===== src/rtl/dlx_pkg.sv =====
// Shared DLX definitions: word type, opcode field, fetch FSM states and fixed encodings.
package dlx_pkg;
  typedef logic [0:31] word_t;

  localparam int OPC_MSB = 0;
  localparam int OPC_LSB = 5;

  localparam logic [0:5] TRAP_OPC_DEFAULT = 6'h11;
  localparam word_t      NOP_WORD_DEFAULT = 32'h5400_0000;

  typedef enum logic {RUN = 1'b0, HALT = 1'b1} fetch_state_t;

  function automatic logic [0:5] opcode_of(input word_t w);
    return w[OPC_MSB:OPC_LSB];
  endfunction
endpackage


===== src/rtl/if_id_reg.sv =====
// IF/ID pipeline latch. Priority: reset > bubble > load > hold.
module if_id_reg
  import dlx_pkg::*;
#(
  parameter word_t NOP_INSTR = NOP_WORD_DEFAULT
) (
  input  logic  clk,
  input  logic  reset,
  input  logic  load,
  input  logic  bubble,
  input  word_t instr,
  input  word_t pc_plus4,
  output word_t q_instr,
  output word_t q_pc_plus4,
  output logic  q_valid
);
  always_ff @(posedge clk) begin
    if (reset) begin
      q_instr    <= NOP_INSTR;
      q_pc_plus4 <= '0;
      q_valid    <= 1'b0;
    end else if (bubble) begin
      // pc_plus4 is meaningless for a bubble, so it is left holding.
      q_instr <= NOP_INSTR;
      q_valid <= 1'b0;
    end else if (load) begin
      q_instr    <= instr;
      q_pc_plus4 <= pc_plus4;
      q_valid    <= 1'b1;
    end
  end
endmodule


===== src/rtl/if_fetch_stage.sv =====
// DLX instruction-fetch stage: PC, RUN/HALT trap FSM, IF/ID latch.
// Optional counters perf_fetched/perf_stalls when FETCH_PERF_CNT_EN is defined.
module if_fetch_stage
  import dlx_pkg::*;
#(
  parameter word_t      RESET_PC    = 32'h0000_0000,
  parameter word_t      NOP_INSTR   = NOP_WORD_DEFAULT,
  parameter logic [0:5] TRAP_OPCODE = TRAP_OPC_DEFAULT
) (
  input  logic        clk,
  input  logic        reset,
  output logic [0:31] imem_addr,
  input  logic [0:31] imem_out,
  input  logic        stall,
  input  logic        redirect,
  input  logic [0:31] redirect_target,
  output logic [0:31] if_id_instr,
  output logic [0:31] if_id_pc_plus4,
  output logic        if_id_valid,
`ifdef FETCH_PERF_CNT_EN
  output logic [0:31] perf_fetched,
  output logic [0:31] perf_stalls,
`endif
  output logic        fetch_halted
);
  // Handshake: no valid/ready; stall holds everything, redirect overrides stall.
  fetch_state_t state, state_next;
  word_t        pc, pc_next, pc_plus4;
  logic         load, bubble;

  assign imem_addr    = pc;
  assign pc_plus4     = pc + 32'd4;
  // State register doubles as the observable FSM state.
  assign fetch_halted = (state == HALT);

  always_ff @(posedge clk) begin
    if (reset) begin
      state <= RUN;
      pc    <= RESET_PC;
    end else begin
      state <= state_next;
      pc    <= pc_next;
    end
  end

  always_comb begin
    state_next = state;
    pc_next    = pc;
    load       = 1'b0;
    bubble     = 1'b0;
    if (redirect) begin
      pc_next    = {redirect_target[0:29], 2'b00};
      bubble     = 1'b1;
      state_next = RUN;
    end else if (!stall) begin
      case (state)
        RUN: begin
          load = 1'b1;
          if (opcode_of(imem_out) == TRAP_OPCODE) state_next = HALT;
          else                                    pc_next    = pc_plus4;
        end
        HALT:    bubble = 1'b1;
        default: bubble = 1'b1;
      endcase
    end
  end

  if_id_reg #(.NOP_INSTR(NOP_INSTR)) u_if_id (
    .clk        (clk),
    .reset      (reset),
    .load       (load),
    .bubble     (bubble),
    .instr      (imem_out),
    .pc_plus4   (pc_plus4),
    .q_instr    (if_id_instr),
    .q_pc_plus4 (if_id_pc_plus4),
    .q_valid    (if_id_valid)
  );

`ifdef FETCH_PERF_CNT_EN
  always_ff @(posedge clk) begin
    if (reset) begin
      perf_fetched <= '0;
      perf_stalls  <= '0;
    end else if (state != HALT) begin
      if (load && perf_fetched != 32'hFFFF_FFFF)
        perf_fetched <= perf_fetched + 32'd1;
      if (stall && !redirect && perf_stalls != 32'hFFFF_FFFF)
        perf_stalls <= perf_stalls + 32'd1;
    end
  end
`endif
endmodule


===== config.mk =====
export PLATFORM = sky130hd
export DESIGN_NAME = if_fetch_stage
export DESIGN_NICKNAME = d
export VERILOG_FILES = /design/src/rtl/dlx_pkg.sv /design/src/rtl/if_id_reg.sv /design/src/rtl/if_fetch_stage.sv
export SDC_FILE = /design/constraint.sdc
export NUM_CORES = 1
export LEC_CHECK = 0
export ABC_AREA = 1
export CAP_MARGIN = 20
export CELL_PAD_IN_SITES_DETAIL_PLACEMENT = 1
export CELL_PAD_IN_SITES_GLOBAL_PLACEMENT = 1
export CORE_UTILIZATION = 34
export CTS_BUF_LIST = sky130_fd_sc_hd__clkbuf_2 sky130_fd_sc_hd__clkbuf_4 sky130_fd_sc_hd__clkbuf_8
export DETAILED_ROUTE_END_ITERATION = 16
export GPL_TIMING_DRIVEN = 0
export MAX_ROUTING_LAYER = met4
export PLACE_DENSITY = 0.95
export SKIP_LAST_GASP = 1
export SLEW_MARGIN = 20
export SYNTH_ARGS = -nofsm -noshare
export SYNTH_HDL_FRONTEND = slang
export SYNTH_SLANG_ARGS = --single-unit

===== constraint.sdc =====
create_clock -name clk -period 2.7 [get_ports clk]
set_input_delay 0.54 -clock clk [delete_from_list [all_inputs] [get_ports clk]]
set_output_delay 0.54 -clock clk [all_outputs]
set_load 0.02 [all_outputs]

==> summary.md, run 1 <==
| Metric | Value |
|---|---|
| Status | `completed` |
| Area grow syn2layout | `43.8%` |
| Cell family with most CP delay | `buffers and inverters` |
| CP arrival | `roughly 1.6 ns` |
| Vias in the first global route | `between 5000 and 6000` |
| Clock sink count | `94` |
| Number of max-cap violations | `0` |
| Crit end category | `output port` |
| Synth Area in Simple Gates | `between 30 and 40%` |
| Yosys top cell by area | `dfxtp_1` |
| DRT antenna net count | `0` |
| Power Dens Cells | `~470 nW/um2` |
| Routed WL | `16.9 mm` |
| Maximum number of pins on one net before global-route repair | `16` |
| Die width | `118 um` |
| Compound-Gate Fraction of Synth Area | `12.3%` |
| Post-synthesis average cell area | `around 6.5 um2` |
| Fmax | `475 MHz` |
| Adder-Cell Fraction of Synth Area | `0.274%` |
| Hold EP | `u_if_id.q_instr[24]` |
| Worst Hold Depth | `2` |
| Global route overflow | `0` |
| Pre-CTS setup slack | `0.296 ns` |
| Core area | `about 13000 um2` |
| Final min period | `2.11 ns` |
| Worst-margin pin slew | `0.697 ns` |
| CTS resizes | `0` |
| DP Area | `between 6000 and 7000 um2` |
| Post-route non-filler standard cell count | `1046` |
| Worst-Skew Late Latency | `0.39 ns` |
| HPWL after DPL | `13.0 mm` |
| CTS tree | `done` |
| First-pass GRT wire length | `27.0 mm` |
| Area contributors post-synth | `dfxtp_1 41%, nand2_1 19%, nor2_1 7.9%, inv_1 5.9%, a21oi_1 5.5%` |
| Syn Std Cell Area | `~4600 um2` |
| R2R setup slack | `between 0.8 and 0.9 ns` |
| DR iter-0 viols | `319` |
| Finished Core Util | `50.9%` |
| Final Hold Vio Count | `0` |
| Max-slew violation count | `0` |
| Clock tree buffer depth | `2` |
| Final setup violation count | `0` |
| Unrepaired setup endpoints after global routing | `false` |
| Final Cycle Share | `approximately four fifths` |
| Row count | `41` |
| Xor and xnor fraction of the mapped netlist area | `about 2.3%` |
| DRC | `0` |
| Seq cells post-synth | `between 90 and 100` |
| Layout Nets | `938` |
| GRT Util Overall | `approximately 26%` |
| Crit Reg-Reg Endpoint | `imem_addr[21]` |
| Worst Skew | `0.0121 ns` |
| Die Footprint | `13900 um2` |
| Starting Density | `35.4%` |
| Drt first pass iters | `4` |
| Share of the synthesized area in the top cell type | `41.2%` |
| R2R cell count | `9` |
| Yosys cell types | `31` |
| Placed Instances | `approximately 1000` |
| WL/cell | `16.1 um` |
| Routability cong. | `0.897` |
| Clk root buf | `clkbuf_8` |
| Share of cells above drive strength 1 | `under 10%` |
| Total power | `3.11 mW` |
| Hold_buf cts | `0` |
| Hold Crit Start | `u_if_id.q_instr[24]` |
| CP Max Fanout | `7` |
| Num CTS Buffers | `9` |
| Worst r2r src | `imem_addr[29]` |
| Num ports | `between 150 and 200` |
| Vias | `5053` |
| I/O Buffers | `157` |
| Post-synthesis mux area share | `0%` |
| Critical path, cell by cell | `clkdlybuf4s50_1` |
| Via density | `between 4 and 5` |
| Startpoint Class | `register` |
| Postcts setup bufs | `0` |
| Crit path largest cell delay | `0.67 ns` |
| Hold slack | `about 0.47 ns` |
| Yosys warnings | `0` |
| Setup Total Neg Slack | `0 ns` |
| H-tree levels | `3` |
| Worst-path clk slew | `0.09 ns` |
| Initial antenna violation count | `0` |
| Post-Synthesis Cells | `698` |
| Peak supply drop | `0.319 mV` |
| Largest family of logic cells by synthesized area | `simple AND/OR/NAND/NOR gates` |
| Sequential-to-total area share from yosys stat | `41.2%` |
| N_diodes | `0` |
| Final WS setup | `about 0.59 ns` |
| Worst hold path type | `register to register` |
| Rel. slew slack | `a little over half` |
| Worst path slowest cell | `clkdlybuf4s50_1` |
| Fin area | `6560 um2` |
| Setup Crit Path Kind | `register to output port` |
| Buf/Inv on CP | `1` |
| Static leakage | `2.74 nW` |
| Die height | `approximately 120 um` |
| CP required | `2.16 ns` |
-- routing by layer --
metal	track usage [%]	share of wire (%)
met3	6.98	6.1
met4	7.45	1.8
met5	-	0
met2	43.5	49
met1	29.3	43
-- report_power, final --
part | switching, mW | total [mW] | internal [mW]
logic | 0.334 | 0.609 | 0.275
clock network | 0.536 | 0.986 | 0.450
registers | 0.0635 | 1.52 | 1.45
-- cells in the mapped netlist --
cell type / n
nand2_1: 227
nor2_1: 96
dfxtp_1: 94
inv_1: 72
a21oi_1: 50
o21ai_0: 31
nand3_1: 28
clkbuf_1: 18
buf_2: 11
a31oi_1: 7
nor2_2: 7
o21ai_1: 7
xor2_1: 7
nand2_2: 6
nor2_4: 5
o211ai_1: 5
buf_4: 4
nand3b_1: 4
xnor2_1: 3
a21o_1: 2
buf_1: 2
inv_2: 2
o21bai_1: 2
a211oi_1: 1
and2_1: 1
conb_1: 1
ha_1: 1
nand2_4: 1
nand4_1: 1
nor2_8: 1
xor2_2: 1
-- worst max-delay path by stage --
stage	startpoint	endpoint	slack, ns	cells after the start
global route	imem_addr[13]	imem_addr[13]	0.54	1
global placement	imem_out[0]	imem_addr[12]	0.36	9
finish	imem_addr[5]	imem_addr[5]	0.59	1
CTS	imem_addr[13]	imem_addr[13]	0.57	1
detailed placement	imem_out[0]	imem_addr[12]	0.30	9
floorplan	imem_addr[29]	u_if_id.q_pc_plus4[26]	1.07	10
-- layout make-up --
class                      count  area, um2
timing repair buffer         157       1570
clock inverter                 6       61.3
inverter                      74        278
multi-input combinational    498       2250
buffer                        35        160
clock buffer                  10        138
tap                          172        215
sequential                    94       1880
fill                        1725       6320
-- cell usage in the layout, fill, tap and decap left out, types with 10 or more instances in the layout --
| cell type | instances |
|---|---|
| buf_2 | 11 |
| inv_1 | 72 |
| clkbuf_1 | 18 |
| o21ai_0 | 31 |
| nor2_1 | 96 |
| clkdlybuf4s50_1 | 157 |
| dfxtp_1 | 94 |
| clkbuf_8 | 10 |
| a21oi_1 | 50 |
| nand2_1 | 227 |
| nand3_1 | 28 |
-- state kept, by name, summed over array words and instances (netlist names) --
register / cells
u_if_id.q_valid: 1
fetch_halted: 1
u_if_id.q_pc_plus4: 30
imem_addr: 30
u_if_id.q_instr: 32
-- cells by family (layout without fill, tap and decap cells) --
group	Yosys count	in the layout
compound gates	105	105
other cells	1	4
fa+ha+maj	1	1
buf+inv	109	282
xor+xnor	11	11
simple gates	377	377
flops	94	94
(Power assumes the default switching activity.)
==> run 2: changes to the inputs <==
CORE_UTILIZATION = 28   (was 34)
PLACE_DENSITY = 0.87   (was 0.95)
clock period = 1.9 ns   (was 2.7 ns; I/O delays follow)
==> run 2 against run 1 <==
Critical path depth is the same. Flip-flop and latch count unchanged. Clock-buffer cell count rose by 4. Sequential power rose by 41%. Critical endpoint is now imem_addr[7]. Die area is 21% higher. Worst setup slack worse by 0.58 ns.
==> summary.md, run 2 (synthesized netlist as in run 1, its figures left out) <==
| Metric | Value |
|---|---|
| Drt first pass iters | `4` |
| Postcts setup bufs | `0` |
| Startpoint Class | `register` |
| Row count | `46` |
| Sequential Power Share | `47.8%` |
| R2R cell count | `8` |
| Largest reg by FF count | `u_if_id.q_instr` |
| Setup Total Neg Slack | `0 ns` |
| Die height | `130 um` |
| Worst path slowest cell | `clkdlybuf4s50_1` |
| Critical path, cell by cell | `clkdlybuf4s50_1` |
| CTS tree | `done` |
| Number of max-cap violations | `0` |
| I/O Buffers | `roughly 160` |
| Critical path origin | `imem_addr[7]` |
| Setup Crit Path Kind | `register to output port` |
| Area grow syn2layout | `46.1%` |
| CP arrival | `1.50 ns` |
| Routability cong. | `approximately 0.89` |
| Worst r2r src | `imem_addr[28]` |
| Peak supply drop | `0.327 mV` |
| Initial antenna violation count | `0` |
| Max-slew violation count | `0` |
| Worst-Skew Late Latency | `0.39 ns` |
| Cell family with most CP delay | `buffers and inverters` |
| Most common cell after layout, fill and taps aside | `nand2_1` |
| Hold_buf cts | `0` |
| Finished Core Util | `42.0%` |
| Die width | `130 um` |
| First-pass GRT wire length | `26.2 mm` |
| Internal power | `~3.2 mW` |
| Worst Skew | `0.0154 ns` |
| HPWL after DPL | `approximately 13 mm` |
| Placed Instances | `1074` |
| CP required | `1.52 ns` |
| Static leakage | `2.99 nW` |
| Final Hold Vio Count | `0` |
| Rel. slew slack | `57.7%` |
| Crit path largest cell delay | `roughly 0.66 ns` |
| Final Cycle Share | `99.1%` |
| Num ports | `166` |
| Worst Setup EP | `imem_addr[7]` |
| DR iter-0 viols | `about 170` |
| Maximum number of pins on one net before global-route repair | `15` |
| Power Dens Cells | `~680 nW/um2` |
| CP Max Fanout | `5` |
| N_diodes | `0` |
| Buf/Inv on CP | `1` |
| Post-route non-filler standard cell count | `1090` |
| Layout Nets | `938` |
| DRT antenna net count | `0` |
| Routed WL | `roughly 17 mm` |
| Worst hold path type | `input port to register` |
| Via density | `around 4.5` |
| Final setup violation count | `0` |
| Starting Density | `~29%` |
| Crit Reg-Reg Endpoint | `imem_addr[15]` |
| R2R setup slack | `0.19 ns` |
| Commonest non-fill, non-tap cells in the layout | `227 x nand2_1, 137 x clkdlybuf4s50_1, 96 x nor2_1, 93 x dfxtp_1, 72 x inv_1` |
| Crit end category | `output port` |
| Clk network pwr share | `about a third` |
| Num CTS Buffers | `9` |
| Switch Pwr | `1.31 mW` |
| Die Footprint | `roughly 17000 um2` |
| Logic pwr share | `18.9%` |
| CP Depth | `1` |
| Clock sink count | `94` |
| Clk root buf | `clkbuf_8` |
| Final min period | `1.88 ns` |
| H-tree levels | `3` |
| WL/cell | `between 15 and 20 um` |
| Number of flip-flops under the largest register name | `32` |
| Total power | `~4.5 mW` |
| Share of cells above drive strength 1 | `6.41%` |
| Vias in the first global route | `5175` |
| Worst-path clk slew | `0.10 ns` |
| Core area | `around 16000 um2` |
| Global route overflow | `0` |
| Fmax | `between 500 and 600 MHz` |
| Status | `completed` |
| Clock tree buffer depth | `2` |
| DRC | `0` |
| Vias | `4959` |
| GRT Util Overall | `between 20% and 30%` |
| Unrepaired setup endpoints after global routing | `false` |
| Switching part of the total | `29.0%` |
| Worst-margin pin slew | `0.634 ns` |
## run 2: cell types whose count changed in the layout (fill, tap and decap cells not counted), sizes merged
cell	previous run	this run
dlygate4sd2	0	7
clkinvlp	1	0
dlymetal6s2s	0	13
clkdlybuf4s50	157	137
clkbuf	28	32
clkinv	4	1
## run 2: layout make-up
| type | instances | area (um2) |
|---|---|---|
| fillers | 2076 | 9220 |
| multi-input cells | 498 | 2260 |
| flip-flops and latches | 94 | 1880 |
| repair buffers | 157 | 1600 |
| inverters | 74 | 278 |
| well taps | 216 | 270 |
| clock buffers | 14 | 180 |
| plain buffers | 35 | 161 |
| clock inverters | 2 | 38.8 |
## run 2: worst min-delay path by stage
stage | to | slack (ns) | startpoint | depth (start not counted)
2_1_floorplan | u_if_id.q_instr[28] | 0.51 | imem_out[3] | 2
3_3_place_gp | u_if_id.q_instr[16] | 0.45 | u_if_id.q_instr[16] | 2
3_5_place_dp | u_if_id.q_instr[27] | 0.45 | u_if_id.q_instr[27] | 2
4_1_cts | fetch_halted | 0.40 | redirect | 4
5_1_grt | fetch_halted | 0.43 | redirect | 4
6_report | fetch_halted | 0.42 | redirect | 4
## run 2: worst min-delay path: cells and delay by family
kind / cells / cell delay [ns]
buf+inv: 2 / 0.26
simple gates: 2 / 0.11
## run 2: repair_timing
action | in CTS | in global routing
setup endpoints to repair | 7 | 32
pin swaps | 0 | 0
resized for setup | 7 | 17
## run 2: per-layer routing
| metal | up-vias | share of wire [%] | GRT usage (%) |
|---|---|---|---|
| li1 | 2502 | - | - |
| met1 | 2294 | 44 | 24.2 |
| met2 | 140 | 48 | 35.5 |
| met3 | 23 | 6.4 | 5.57 |
| met4 | 0 | 2.1 | 8.14 |
| met5 | - | 0 | - |
## run 2: metrics by stage
step | instance area, um2 | hold WS, ns | setup WS (ns)
after CTS | 6630 | 0.403 | 0.00397
after detailed placement | 6420 | 0.454 | -0.375
after global placement | 6420 | 0.447 | -0.303
after global routing | 6670 | 0.427 | 0.00735
after floorplan | 4570 | 0.506 | 0.268
final | 6670 | 0.416 | 0.0166
## run 2: power groups by stage
stage / logic (mW) / clock network, mW / registers, mW
2_1_floorplan: 0.307 / 0 / 2.29
3_3_place_gp: 0.845 / 0 / 2.19
3_5_place_dp: 0.862 / 0 / 2.20
4_1_cts: 0.860 / 1.55 / 2.15
5_1_grt: 0.925 / 1.62 / 2.17
6_report: 0.849 / 1.50 / 2.15
